[config.mk]
export PLATFORM = sky130hd
export DESIGN_NAME = datapath
export DESIGN_NICKNAME = d
export VERILOG_FILES = /design/src/rtl/datapath.sv
export SDC_FILE = /design/constraint.sdc
export NUM_CORES = 1
export LEC_CHECK = 0
export ABC_AREA = 1
export CORE_ASPECT_RATIO = 1.5
export CORE_MARGIN = 4
export CORE_UTILIZATION = 50
export CTS_BUF_LIST = sky130_fd_sc_hd__clkbuf_2 sky130_fd_sc_hd__clkbuf_4 sky130_fd_sc_hd__clkbuf_8
export DETAILED_ROUTE_END_ITERATION = 8
export PLACE_DENSITY_LB_ADDON = 0.08
export SYNTH_ARGS = -nofsm -noshare
export SYNTH_HDL_FRONTEND = slang
export SYNTH_SLANG_ARGS = --single-unit
[constraint.sdc]
create_clock -name clk -period 4.6 [get_ports clk]
set_clock_uncertainty 0.15 [all_clocks]
set_input_delay 0.69 -clock clk [delete_from_list [all_inputs] [get_ports clk]]
set_output_delay 0.69 -clock clk [all_outputs]
set_load 0.005 [all_outputs]
[src/rtl/datapath.sv]
// datapath: three general registers R0..R2, an accumulator A, and carry/zero
// flags around a small 8-function ALU.
//
// Ports:
//   clk            clock; all state changes on the rising edge
//   reset          asynchronous, active-high; R*/A/C cleared, Z set
//   clr_i          synchronous clear; wins over every clock enable
//   ce_i[3:0]      enables: bits 0..2 enable R0..R2, bit 3 enables A, C and Z together
//   w_i[2:0]       Rk source select: 0 = external Mk, 1 = accumulator A
//   sel_i[1:0]     ALU B operand: 00 R0, 01 R1, 10 R2, 11 A
//   s_i[2:0]       ALU opcode (ADC, SBC, PASS B, PASS A, AND, OR, XOR, NOT A)
//   cin_i          ALU carry-in, used by ADC/SBC only
//   m0_i..m2_i     external operands
//   r0_o..r2_o     register contents
//   a_o            accumulator contents
//   c_o, z_o       registered carry and zero flags
//   alu_o          combinational ALU result, for observation
module datapath #(
  parameter int unsigned WIDTH = 4
) (
  input  logic             clk,
  input  logic             reset,
  input  logic             clr_i,
  input  logic [3:0]       ce_i,
  input  logic [2:0]       w_i,
  input  logic [1:0]       sel_i,
  input  logic [2:0]       s_i,
  input  logic             cin_i,
  input  logic [WIDTH-1:0] m0_i,
  input  logic [WIDTH-1:0] m1_i,
  input  logic [WIDTH-1:0] m2_i,
  output logic [WIDTH-1:0] r0_o,
  output logic [WIDTH-1:0] r1_o,
  output logic [WIDTH-1:0] r2_o,
  output logic [WIDTH-1:0] a_o,
  output logic             c_o,
  output logic             z_o,
  output logic [WIDTH-1:0] alu_o
);

  logic [WIDTH-1:0] r0_q, r1_q, r2_q, a_q;
  logic [WIDTH-1:0] r0_d, r1_d, r2_d, a_d;
  logic             c_q, z_q, c_d, z_d;

  logic [WIDTH-1:0] b_op;
  logic [WIDTH:0]   res;

  // B operand select
  always_comb begin
    b_op = r0_q;
    case (sel_i)
      2'b00:   b_op = r0_q;
      2'b01:   b_op = r1_q;
      2'b10:   b_op = r2_q;
      default: b_op = a_q;
    endcase
  end

  // ALU at WIDTH+1 bits; the top bit is the carry-out and is only ever set
  // by the two arithmetic opcodes.
  always_comb begin
    res = '0;
    case (s_i)
      3'b000:  res = {1'b0, a_q} + {1'b0, b_op} + {{WIDTH{1'b0}}, cin_i};
      3'b001:  res = {1'b0, a_q} + {1'b0, ~b_op} + {{WIDTH{1'b0}}, cin_i};
      3'b010:  res = {1'b0, b_op};
      3'b011:  res = {1'b0, a_q};
      3'b100:  res = {1'b0, a_q & b_op};
      3'b101:  res = {1'b0, a_q | b_op};
      3'b110:  res = {1'b0, a_q ^ b_op};
      default: res = {1'b0, ~a_q};
    endcase
  end

  assign alu_o = res[WIDTH-1:0];

  // Next state. Every path reads the current (pre-edge) register values, so
  // an Rk loaded from A on the same edge that A updates receives the old A.
  always_comb begin
    r0_d = r0_q;
    r1_d = r1_q;
    r2_d = r2_q;
    a_d  = a_q;
    c_d  = c_q;
    z_d  = z_q;
    if (clr_i) begin
      r0_d = '0;
      r1_d = '0;
      r2_d = '0;
      a_d  = '0;
      c_d  = 1'b0;
      z_d  = 1'b1;
    end else begin
      if (ce_i[0]) r0_d = w_i[0] ? a_q : m0_i;
      if (ce_i[1]) r1_d = w_i[1] ? a_q : m1_i;
      if (ce_i[2]) r2_d = w_i[2] ? a_q : m2_i;
      if (ce_i[3]) begin
        a_d = res[WIDTH-1:0];
        c_d = res[WIDTH];
        z_d = (res[WIDTH-1:0] == '0);
      end
    end
  end

  always_ff @(posedge clk or posedge reset) begin
    if (reset) begin
      r0_q <= '0;
      r1_q <= '0;
      r2_q <= '0;
      a_q  <= '0;
      c_q  <= 1'b0;
      z_q  <= 1'b1;
    end else begin
      r0_q <= r0_d;
      r1_q <= r1_d;
      r2_q <= r2_d;
      a_q  <= a_d;
      c_q  <= c_d;
      z_q  <= z_d;
    end
  end

  assign r0_o = r0_q;
  assign r1_o = r1_q;
  assign r2_o = r2_q;
  assign a_o  = a_q;
  assign c_o  = c_q;
  assign z_o  = z_q;

endmodule

==> summary.txt <==
GRT
  • Largest net degree at the start of global routing: 19
  • Global-route wire length before repair: 7760 µm
  • Gr ovfl total: 0
  • Antenna violations before repair: 0
  • Vias in the first global route: 1721
  • Tot GR Track Use: 21.9%

STA
  • Final Max Tran Viols: 0
  • Slew headroom: 55.7%
  • Final setup viols: 0
  • Setup tns final: 0 ns
  • Final Hold Vio Count: 0
  • RSZ-0062 raised after global routing: false
  • Period utilization: 95.8%
  • Worst Max-Slew Pin Slew: 0.663 ns
  • F_max: 0.227 GHz
  • Period minus WS final: 4.41 ns

Final layout
  • Layout cell share with drive strength beyond 1: 11.1%
  • Area Overhead vs Synth: 30.1%
  • Final Non-Filler Cells: 321
  • NumNets Final: 323
  • Most frequent cells in the layout: clkdlybuf4s50_1, nand2_1, inv_1, nand3_1, nor2_1
  • N_diodes: 0
  • Fin area: 0.00229 mm²
  • Most common cell after layout, fill and taps aside: clkdlybuf4s50_1

Yosys
  • Largest family of logic cells by synthesized area: simple AND/OR/NAND/NOR gates
  • Mux cell area share after synthesis: 7.38%
  • Avg Cell Area, Syn: 7.53 µm²
  • Seq cells post-synth: 18
  • XOR/XNOR share of the synthesized area: 0.994%
  • Register area share after synthesis: 25.6%
  • Post-Synth Simple-Gate Area: 31.1%
  • Net Count, Synth: 277
  • Adder-cell share of the synthesized area: 12.3%
  • YS warnings: 0
  • Yosys cell types: 32
  • Post-Syn Area: 0.00176 mm²
  • Mapped Cells: 234
  • Post-synthesis compound-gate area fraction: 10.3%

Clocking
  • Max Root-Sink Buffers: 2
  • Num CTS Buffers: 3
  • Clock slew at reported path FFs: 0.07 ns
  • CTS Root Cell: clkbuf_8
  • CTS sink cnt: 18
  • CTS tree: yes
  • CTS Hold Buffers Added: 0
  • Worst skew pair latency: 0.25 ns
  • Htree depth: 1

Die
  • Die X: 56.5 µm
  • Core ar.: 0.00342 mm²
  • DIE HEIGHT: 80.7 µm
  • # IOs: 50
  • Initial Utilization: 51.6%
  • Row Count: 26
  • Die ar.: 0.00456 mm²

Place
  • Dpl cells: 317
  • Hpwl dp: 3950 µm
  • # port buffers: 49
  • Area after DPL: 0.00224 mm²
  • RePlAce Congestion: 0.875

Routing
  • Routed vias: 1713
  • Vias/cell: 5.34
  • Top Metal Used: met4
  • DRC violations left: 0
  • Met2 wire length: 2480 µm
  • Detailed Route Iter0 Violations: 45
  • Post-route antenna net violation count: 0
  • Routed len/inst: 14.8 µm
  • Post-Route M1 WL: 1860 µm
  • Met3 wire length: 162 µm
  • WL final: 4750 µm
  • First-pass iteration count of the detailed router: 4

Setup path
  • Worst setup path class: in -> out
  • CP Data Required Time: 3.76 ns
  • Crit end category: output pin
  • Max FO, Critical Path: 7
  • Worst R2R Setup Slack: 1.86 ns
  • Critical path arrival: 3.57 ns
  • Critical Path Start Type: input pin

Power and ir drop
  • Pleak: 1.09 nW
  • Peak supply drop: 0.241 mV
  • PD cells: 228 mW/mm²

Flow run
  • Max Cap Viol: 0

Hold path
  • Hold Crit Class: reg -> reg

Outcome
  • Status: finished clean
-- state kept, by name, summed over array words and instances, names as in the netlist --
name	count
z_o	1
r1_o	4
r0_o	4
r2_o	4
c_o	1
a_o	4
-- worst paths after layout --
kind | end | depth (start not counted) | start
max | alu_o[1] | 16 | sel_i[1]
min | c_o | 2 | c_o
max reg2reg | z_o | 14 | a_o[0]
min reg2reg | c_o | 2 | c_o
max in group asynchronous | a_o[2] | 2 | reset
min in group asynchronous | r2_o[3] | 2 | reset
-- cell families (layout without fill, tap and decap cells) --
group,Yosys count,count (layout)
multiplexers,13,13
AO/OA/AOI/OAI,31,31
XOR/XNOR,2,2
AND/OR/NAND/NOR,107,107
flip-flops,18,18
adder cells (fa/ha/maj),15,15
buffers and inverters,48,93
-- layer usage --
| metal | track usage, % | vias up |
|---|---|---|
| li1 | - | 864 |
| met1 | 23.1 | 778 |
| met2 | 41.6 | 53 |
| met3 | 2.09 | 18 |
| met4 | 12.6 | 0 |
| met5 | 0 | - |
-- where the power goes --
| part | switching [W] | internal (W) |
|---|---|---|
| logic | 0.000110 | 0.000107 |
| clock network | 0.0000511 | 0.0000672 |
| registers | 0.0000186 | 0.000170 |
| total | 0.000180 | 0.000344 |
-- cell usage after synthesis (all sizes together) --
master	instances	area share, %
ha	11	7.8
dfstp	1	1.5
nor3	5	3.2
clkinv	1	0.21
fa	4	4.5
o21ai	11	3.3
xnor2	2	0.99
dfrtp	17	24
nor2	23	5.6
nand3	22	7.1
mux2i	13	7.4
o22ai	15	5.3
inv	39	8.4
a21oi	5	1.6
nand4	5	1.8
buf	8	3.6
nand3b	3	2.0
nand2	46	10
or2	3	1.1
-- worst max-delay path: stages --
cell             delay (ns)
clkdlybuf4s50_1        0.59
nor2_2                 0.08
nand2_1                0.09
nand3_2                0.08
o21ai_2                0.11
inv_2                  0.09
fa_1                   0.37
inv_1                  0.10
fa_1                   0.42
nand4_1                0.10
nand2_1                0.07
nor2_1                 0.10
nand3b_1               0.08
nand2_1                0.11
inv_1                  0.05
clkdlybuf4s50_1        0.43
-- area by class of cell --
cell class / count / area (µm²)
flip-flops and latches: 18 / 452
multi-input cells: 168 / 1090
well taps: 42 / 52.6
repair buffers: 49 / 493
clock buffers: 4 / 48.8
fillers: 315 / 1120
inverters: 40 / 153
-- repair_timing --
| action | in CTS | in global routing |
|---|---|---|
| gates resized for setup | 0 | 1 |
| setup buffers | 0 | 0 |
| setup endpoints to repair | 0 | 2 |
-- per-stage QoR --
step,setup WS [ns],utilization (%),total power (W),hold WS (ns)
global placement,0.186,65.6,0.000406,0.339
global route,0.000110,67.1,0.000558,0.374
floorplan,1.30,-,0.000318,0.323
CTS,0.108,67.1,0.000526,0.355
finish,0.192,67.1,0.000523,0.351
detailed placement,0.111,65.6,0.000410,0.340
(Power assumes the default switching activity.)
